--- src/rtl/config_serial_tx.sv ---
// config_serial_tx
// Shifts a WIDTH-bit configuration word out LSB-first over the three-wire
// sen/sclk/sdata link. Afterwards it drops sen, which the receiver decodes as
// start-of-render. A short gap with busy held high follows each frame.
// Every output comes straight from a register, so the receiver's synchronizers
// never see combinational glitches.
module config_serial_tx #(
  parameter int WIDTH       = 52,
  parameter int HALF_PERIOD = 4
) (
  input  logic             clk,
  input  logic             reset,
  input  logic             start,
  input  logic [WIDTH-1:0] data,
  output logic             busy,
  output logic             done,
  output logic             sen,
  output logic             sclk,
  output logic             sdata
);

  // A single-cycle sclk phase would let the receiver's 3-flop synchronizer miss
  // a level, so such a configuration is refused at elaboration time.
  if (HALF_PERIOD < 2) begin : g_bad_half_period
    $error("config_serial_tx: HALF_PERIOD must be >= 2");
  end
  if (WIDTH < 1) begin : g_bad_width
    $error("config_serial_tx: WIDTH must be >= 1");
  end

  localparam int PH_W = (HALF_PERIOD > 1) ? $clog2(HALF_PERIOD) : 1;
  localparam int BC_W = $clog2(WIDTH + 1);

  localparam logic [PH_W-1:0] PH_LAST = PH_W'(HALF_PERIOD - 1);
  localparam logic [PH_W-1:0] PH_ONE  = PH_W'(1);
  localparam logic [BC_W-1:0] BC_LAST = BC_W'(WIDTH - 1);
  localparam logic [BC_W-1:0] BC_ONE  = BC_W'(1);

  localparam logic [2:0] ST_IDLE  = 3'd0;
  localparam logic [2:0] ST_LOW   = 3'd1;
  localparam logic [2:0] ST_HIGH  = 3'd2;
  localparam logic [2:0] ST_TRAIL = 3'd3;
  localparam logic [2:0] ST_GAP   = 3'd4;

  logic [2:0]       state_reg, state_next;
  logic [PH_W-1:0]  ph_reg, ph_next;
  logic [BC_W-1:0]  bc_reg, bc_next;
  logic [WIDTH-1:0] sr_reg, sr_next;
  logic             busy_reg, busy_next;
  logic             done_reg, done_next;
  logic             sen_reg, sen_next;
  logic             sclk_reg, sclk_next;
  logic             sdata_reg, sdata_next;

  logic             phase_end;
  logic [WIDTH-1:0] sr_shift;

  // The phase counter marks the last cycle of every sclk half period.
  assign phase_end = (ph_reg == PH_LAST);
  // The shift register moves right, so its LSB is always the next bit to send.
  assign sr_shift  = sr_reg >> 1;

  // Next-state and next-output logic. Outputs are computed one cycle ahead so
  // that they appear together with the matching state.
  always_comb begin
    state_next = state_reg;
    ph_next    = ph_reg;
    bc_next    = bc_reg;
    sr_next    = sr_reg;
    busy_next  = busy_reg;
    done_next  = 1'b0;
    sen_next   = sen_reg;
    sclk_next  = sclk_reg;
    sdata_next = sdata_reg;

    case (state_reg)
      ST_IDLE: begin
        // The word is captured only here. Later changes on data, and starts
        // that arrive while busy, have no effect.
        if (start) begin
          state_next = ST_LOW;
          sr_next    = data;
          bc_next    = '0;
          ph_next    = '0;
          busy_next  = 1'b1;
          sen_next   = 1'b1;
          sclk_next  = 1'b0;
          sdata_next = data[0];
        end
      end

      ST_LOW: begin
        if (phase_end) begin
          ph_next    = '0;
          state_next = ST_HIGH;
          sclk_next  = 1'b1;
        end else begin
          ph_next = ph_reg + PH_ONE;
        end
      end

      ST_HIGH: begin
        // sdata stays untouched for the whole high phase. It changes only
        // together with sclk falling, when LOW is entered again.
        if (phase_end) begin
          ph_next   = '0;
          sr_next   = sr_shift;
          bc_next   = bc_reg + BC_ONE;
          sclk_next = 1'b0;
          if (bc_reg == BC_LAST) begin
            state_next = ST_TRAIL;
            sdata_next = 1'b0;
          end else begin
            state_next = ST_LOW;
            sdata_next = sr_shift[0];
          end
        end else begin
          ph_next = ph_reg + PH_ONE;
        end
      end

      ST_TRAIL: begin
        // The falling edge of sen is the receiver's start-of-render, and
        // done marks that same cycle.
        if (phase_end) begin
          ph_next    = '0;
          state_next = ST_GAP;
          sen_next   = 1'b0;
          done_next  = 1'b1;
        end else begin
          ph_next = ph_reg + PH_ONE;
        end
      end

      ST_GAP: begin
        if (phase_end) begin
          ph_next    = '0;
          state_next = ST_IDLE;
          busy_next  = 1'b0;
        end else begin
          ph_next = ph_reg + PH_ONE;
        end
      end

      default: begin
        state_next = ST_IDLE;
        ph_next    = '0;
        bc_next    = '0;
        busy_next  = 1'b0;
        sen_next   = 1'b0;
        sclk_next  = 1'b0;
        sdata_next = 1'b0;
      end
    endcase
  end

  // State and output registers. Reset wins over a simultaneous start and
  // discards any frame that is in flight.
  always_ff @(posedge clk) begin
    if (reset) begin
      state_reg <= ST_IDLE;
      ph_reg    <= '0;
      bc_reg    <= '0;
      sr_reg    <= '0;
      busy_reg  <= 1'b0;
      done_reg  <= 1'b0;
      sen_reg   <= 1'b0;
      sclk_reg  <= 1'b0;
      sdata_reg <= 1'b0;
    end else begin
      state_reg <= state_next;
      ph_reg    <= ph_next;
      bc_reg    <= bc_next;
      sr_reg    <= sr_next;
      busy_reg  <= busy_next;
      done_reg  <= done_next;
      sen_reg   <= sen_next;
      sclk_reg  <= sclk_next;
      sdata_reg <= sdata_next;
    end
  end

  assign busy  = busy_reg;
  assign done  = done_reg;
  assign sen   = sen_reg;
  assign sclk  = sclk_reg;
  assign sdata = sdata_reg;

endmodule

--- config.mk ---
export PLATFORM = sky130hd
export DESIGN_NAME = config_serial_tx
export DESIGN_NICKNAME = d
export VERILOG_FILES = /design/src/rtl/config_serial_tx.sv
export SDC_FILE = /design/constraint.sdc
export NUM_CORES = 1
export LEC_CHECK = 0
export CELL_PAD_IN_SITES_DETAIL_PLACEMENT = 0
export CELL_PAD_IN_SITES_GLOBAL_PLACEMENT = 1
export CORE_MARGIN = 3
export CORE_UTILIZATION = 40
export DETAILED_ROUTE_END_ITERATION = 10
export HOLD_SLACK_MARGIN = 0.03
export PLACE_DENSITY_LB_ADDON = 0.1
export SYNTH_ARGS = -nofsm -noshare
export SYNTH_HDL_FRONTEND = slang
export SYNTH_SLANG_ARGS = --single-unit
--- constraint.sdc ---
create_clock -name clk -period 2.4 [get_ports clk]
set_input_delay 0.36 -clock clk [delete_from_list [all_inputs] [get_ports clk]]
set_output_delay 0.36 -clock clk [all_outputs]
set_load 0.01 [all_outputs]
==> results.toml <==
[clocking]
clockBufferDepth = 2
root_buffer = "clkbuf_8"
ctsResizeCount = 0
numCtsBuffers = 9
post-cts-setup-buffer-count = 0
clk_latency_ps = 330
clkTransAtPathRegs_ps = 70
hold_buffers = 0
htreeDepth = 3
cts_tree = "built"
clock_sink_count = 67

[global_routing]
grt_max_degree = 61
antenna_found_initial = 0
grt_usage_pct = 16.49
gr-total-overflow = 0
grt_pass1_vias = 2533
grt_pass1_wl_um = 11530

[logic_synthesis]
synth_cell_types = 43
synthCells = 386
seq_area_frac_synth_pct = 44.01
yosysMostFrequentCell = "nand2_1"
synth-edff-count = 0
yosysWarnings = 0
syn_nets = 443
ys_ff_latch = 67
synth-main-ff-cell = "dfxtp_1"
syn_area_per_cell_um2 = 7.896
synth_common_cells = "nand2_1 (102), dfxtp_1 (67), nor2_1 (59), a311oi_1 (50), clkbuf_1 (16)"
async_reset_ff_share_pct = 0
post-synth-top-area-fraction_pct = 44.01
synth_top_area_cell = "dfxtp_1"
syn_area_um2 = 3048
synth_area_leaders = "dfxtp_1 (44%), a311oi_1 (14%), nand2_1 (13%), nor2_1 (7.3%), buf_2 (2.3%)"

[placed_design]
dp_cells = 517
port_buffers = 59
gp_congestion = 0.7884
dp_hpwl_um = 4528

[setup_path]
arrival_ps = 2180
cp_max_fo = 60
startpoint_type = "flop"
r2r-start = "state_reg[1]"
required_ps = 2640
worstReg2RegEnd = "sr_reg[29]"
reg2regPathDepth = 5
regToRegSetupSlack_ps = 460
end_kind = "flop"
criticalPathCategory = "reg2reg"

[sta]
tns_ps = 0
maxSlewViolCount = 0
finalCritPeriodShare_pct = 80.93
finClkSkew_ps = 9.511
slew_headroom_pct = 54.59
fmax_mhz = 514.9
setup_viol = 0
rsz0062_at_grt = "false"
worst_pin_slew_ps = 680.3
timing.hold.ws_ps = 436.7
hold_viol = 0
period_minus_slack_ps = 1942

[power_and_ir_drop]
ir_drop_v = 0.0003060
p_leak_nw = 1.456
p_per_area_nw_per_um2 = 669.5
p_total_w = 0.002603

[floorplanning]
fp.dieH_um = 93.29
core-area_um2 = 7331
die_area_um2 = 8703
die_x_um = 93.29
rows = 31
start_util_pct = 41.58
ios = 60

[min_path]
worstHoldPathType = "in2reg"
hp-start = "reset"
min_to = "bc_reg[3]"
min_path_cells = 2

[drt]
drt_wl_total_um = 6932
viasPerCell = 5.214
first_iter_violations = 128
ant_nets = 0
vias = 2779
dr.pass1.iters = 4
drc_errors = 0
wl_per_cell_um = 13.01

[final_layout]
area_growth_pct = 27.55
drive_gt1_share_pct = 7.373
largest_register_ff_count = 51
n_fill_cell = 697
seq_area_um2 = 1341
antenna_cells = 0
fin_cells = 533
multi_input_area_um2 = 1520
fin_nets = 486

[flow_run]
cap_viol_max_count = 0

[outcome]
status = "complete, no violations"
through the flow:
stage	util, %	worst slack (ps)	area [um2]
2_1_floorplan	-	893.9	3048
3_5_place_dp	50.55	281.7	3706
6_report	53.03	457.8	3887
3_3_place_gp	50.55	334.6	3706
5_1_grt	53.03	222.4	3887
4_1_cts	53.03	480.2	3887
per-layer routing:
metal	global-route usage (%)	vias to the layer above	part of all wire, %
li1	-	1450	-
met1	22.28	1268	50
met2	25.19	53	44
met3	3.540	8	4.2
met4	7.326	0	1.8
met5	0	-	0
critical path: stages (launching register included):
cell	delay, ps
dfxtp_1	690
mux2i_1	250
nor3_4	270
buf_12	280
nor2_1	70
a311oi_1	270
kinds of logic after synthesis:
family                   synth area share (%)
flip-flops                              44.01
adder cells (fa/ha/maj)                0.8209
AO/OA/AOI/OAI                           20.73
multiplexers                            1.724
AND/OR/NAND/NOR                         25.66
XOR/XNOR                               0.5748
buffers and inverters                   6.486
cell usage in the layout, fill, tap and decap left out, types with 4 or more instances in the layout:
| cell type | instances |
|---|---|
| buf_4 | 7 |
| clkbuf_8 | 11 |
| nand3_1 | 5 |
| a21oi_1 | 10 |
| nor2_1 | 59 |
| a311oi_1 | 50 |
| nand4_1 | 4 |
| inv_1 | 6 |
| o21ai_0 | 7 |
| dfxtp_1 | 67 |
| clkdlybuf4s50_1 | 58 |
| nand2_1 | 102 |
worst max path at each step:
stage | start | slack, ps | endpoint
6_report | state_reg[1] | 460 | sr_reg[29]
5_1_grt | state_reg[1] | 220 | sr_reg[41]
4_1_cts | state_reg[1] | 480 | sr_reg[41]
3_5_place_dp | start | 280 | sr_reg[43]
3_3_place_gp | start | 330 | sr_reg[43]
2_1_floorplan | ph_reg[0] | 890 | sr_reg[31]
area by class of cell:
type / instances / area share [%]
Timing Repair Buffer: 69 / 17.96
Clock buffer: 13 / 4.088
Tap cell: 99 / 3.186
Clock inverter: 3 / 0.5793
Inverter: 6 / 0.5793
Sequential cell: 67 / 34.50
Multi-Input combinational cell: 276 / 39.11
where the power goes:
part / internal [W] / leakage [nW] / switching [W]
logic: 0.000232 / 0.821 / 0.000237
registers: 0.00122 / 0.552 / 0.0000631
clock network: 0.000432 / 0.0819 / 0.000422
total: 0.00188 / 1.46 / 0.000721
Note: power is estimated with default switching activity, not from simulation.
==> edit: new RTL, config.mk and constraints unchanged <==
Set the parameter `HALF_PERIOD` to 8 (it was 4).
--- a/src/rtl/config_serial_tx.sv
+++ b/src/rtl/config_serial_tx.sv
@@ -6,7 +6,7 @@
 // never see combinational glitches.
 module config_serial_tx #(
   parameter int WIDTH       = 52,
-  parameter int HALF_PERIOD = 4
+  parameter int HALF_PERIOD = 8
 ) (
   input  logic             clk,
   input  logic             reset,
Function: changed (Yosys sat finds a counterexample within 10 cycles, from zero or initial values and one cycle with reset high).
==> edit against the original RTL <==
  * Sequential cell count up 1
  * Largest cell class unchanged
  * Highest routed layer unchanged
  * Wire length is 0.58% higher
  * Worst setup slack got worse by 0.047 ns
  * Clock skew fell by 0.0016 ns
  * Cell area rose by 3.8%
  * Non-clock buffer count up 1
  * Synthesized cell count increased by 3.9%
  * Area after synthesis is 5.0% higher
  * Die area rose by 4.7%
  * Total power rose by 5.2%
  * Count of clock-buffer cells in the layout is 1 lower
==> edit: results (changes against the original RTL) <==
Run status
  • Status: completed

Global route
  • Vias in the first global route: 2549 (+0.63%)
  • First-pass GRT wire length: 11700 um (+1.1%)
  • Largest net degree at the start of global routing: 81 (+33%)
  • Total track usage: 16.2% (-0.24 points)
  • Initial antenna violation count: 0 (unchanged)

Synthesis
  • Top post-synthesis cells by count: nand2_1, dfxtp_1, nor2_1
  • Syn nets: 459 (+3.6%)
  • Synth warn: 0 (unchanged)
  • Async S/R FF share, synth: 0% (unchanged)
  • Post-synth top area cell: dfxtp_1
  • Sequential share of the synthesized area: 42.5% (-1.5 points)
  • Library cells used by synthesis: 42 (-2.3%)
  • Largest cells by area after synthesis: dfxtp_1, nand2_1, a311oi_1
  • Mapped Avg Cell Area: 7.98 sq um (+1.1%)

Layout
  • Layout cell share with drive strength beyond 1: 9.82% (+2.4 points)
  • Antenna diode count: 0 (unchanged)
  • Fin nets: 501 (+3.1%)
  • Final instance count without filler cells: 547 (+2.6%)
  • Max reg flops: 51 (unchanged)

Clocking
  • Clock Latency Late Sink: 0.34 ns
  • Setup Buffers After CTS: 0 (unchanged)
  • Clock buffer count from CTS: 9 (unchanged)
  • # resized after CTS: 0 (unchanged)
  • CTS max path bufs: 2 (unchanged)
  • Reg clk slew, reported paths: 0.07 ns (about the same)
  • H-tree level count: 3 (unchanged)
  • Clock root buffer: clkbuf_8

Place
  • Post-Place Cell Area: 3850 sq um (+3.8%)
  • Placed insts: 531 (+2.7%)
  • IO buf count: 59 (unchanged)
  • DPL Wire Length: 4500 um (-0.63%)
  • Routability cong.: 0.757 (-4.0%)

Detailed routing
  • DRT Pass-1 Iters: 4 (unchanged)
  • Avg WL per Cell: 12.7 um (-2.0%)
  • Vias per cell: 5.13 (-1.6%)
  • Iter 0 DRT Violations: 135 (+5.5%)

STA
  • Clock skew: 0.00790 ns (-0.00162 ns)
  • Max_slew headroom: 52.1% (-2.4 points)

Setup path
  • R2r worst-path depth: 7 (+2)
  • Critical Path AT: 2.23 ns (+0.05 ns)
  • Max Fanout on Critical Path: 80 (+33%)
  • Reg2Reg Setup Slack: 0.41 ns (-0.05 ns)

Hold path
  • Hold Crit Depth: 2 (unchanged)
  • Hold Path Class: reg2reg

Power
  • Leakage: 0.00148 uW (+1.6%)
  • Max VDD drop: 0.388 mV (+27%)
-- edit: cell count changes after synthesis, moves of 4 or more --
cell / before / now
a311oi_1: 50 / 43
nor2_1: 59 / 67
nand4_1: 4 / 0
inv_1: 6 / 2
a21oi_1: 10 / 17
o21ai_0: 7 / 3
a311oi_2: 0 / 8
-- edit: final timing paths --
kind / startpoint / to
worst max-delay path: ph_reg[0]$_SDFFE_PP0P_ / sr_reg[31]$_SDFFE_PP0P_
worst min-delay path: busy$_SDFFE_PP0P_ / busy$_SDFFE_PP0P_
worst max register to register: ph_reg[0]$_SDFFE_PP0P_ / sr_reg[31]$_SDFFE_PP0P_
worst min register to register: busy$_SDFFE_PP0P_ / busy$_SDFFE_PP0P_
-- edit: logic make-up after synthesis --
kind of cell / Yosys count / synth area share (%)
multiplexers: 4 / 1.25
buffers and inverters: 41 / 6.41
adder cells (fa/ha/maj): 3 / 1.17
flip-flops: 68 / 42.5
AND/OR/NAND/NOR: 198 / 26.2
AO/OA/AOI/OAI: 86 / 22.2
XOR/XNOR: 1 / 0.274
-- edit: worst max-delay path: stages (launching register included) --
cell and delay, ns:
dfxtp_1 0.36, ha_1 0.16, ha_1 0.33, mux2i_1 0.18
nor3_4 0.19, buf_12 0.33, nor2_1 0.07, a311oi_1 0.26
-- edit: final cells by class --
type,count,area [sq um]
Timing Repair Buffer,70,706
Sequential cell,68,1360
Multi-Input combinational cell,292,1650
Clock inverter,4,22.5
Fill cell,745,3490
Tap cell,99,124
Clock buffer,12,165
Inverter,2,7.51
-- edit: per-layer routing --
layer | wire (um) | GRT usage [%] | share of wire (%)
met2 | 3120 | 25.5 | 45
met4 | 44 | 6.16 | 0.63
met3 | 376 | 5.05 | 5.4
met1 | 3440 | 20.9 | 49
met5 | 0 | 0 | 0
-- edit: through the flow --
stage,total power (uW),worst slack (ns),hold slack (ns)
2_1_floorplan,1720,0.805,0.455
3_3_place_gp,1900,0.321,0.454
3_5_place_dp,1900,0.268,0.455
4_1_cts,2780,0.406,0.465
5_1_grt,2910,0.171,0.489
6_report,2740,0.410,0.462
-- edit: power breakdown --
group,switching (uW),leakage (uW),internal (uW)
sequential,65.6,0.000561,1250
clock,412,0.0000982,454
combinational,300,0.000820,262
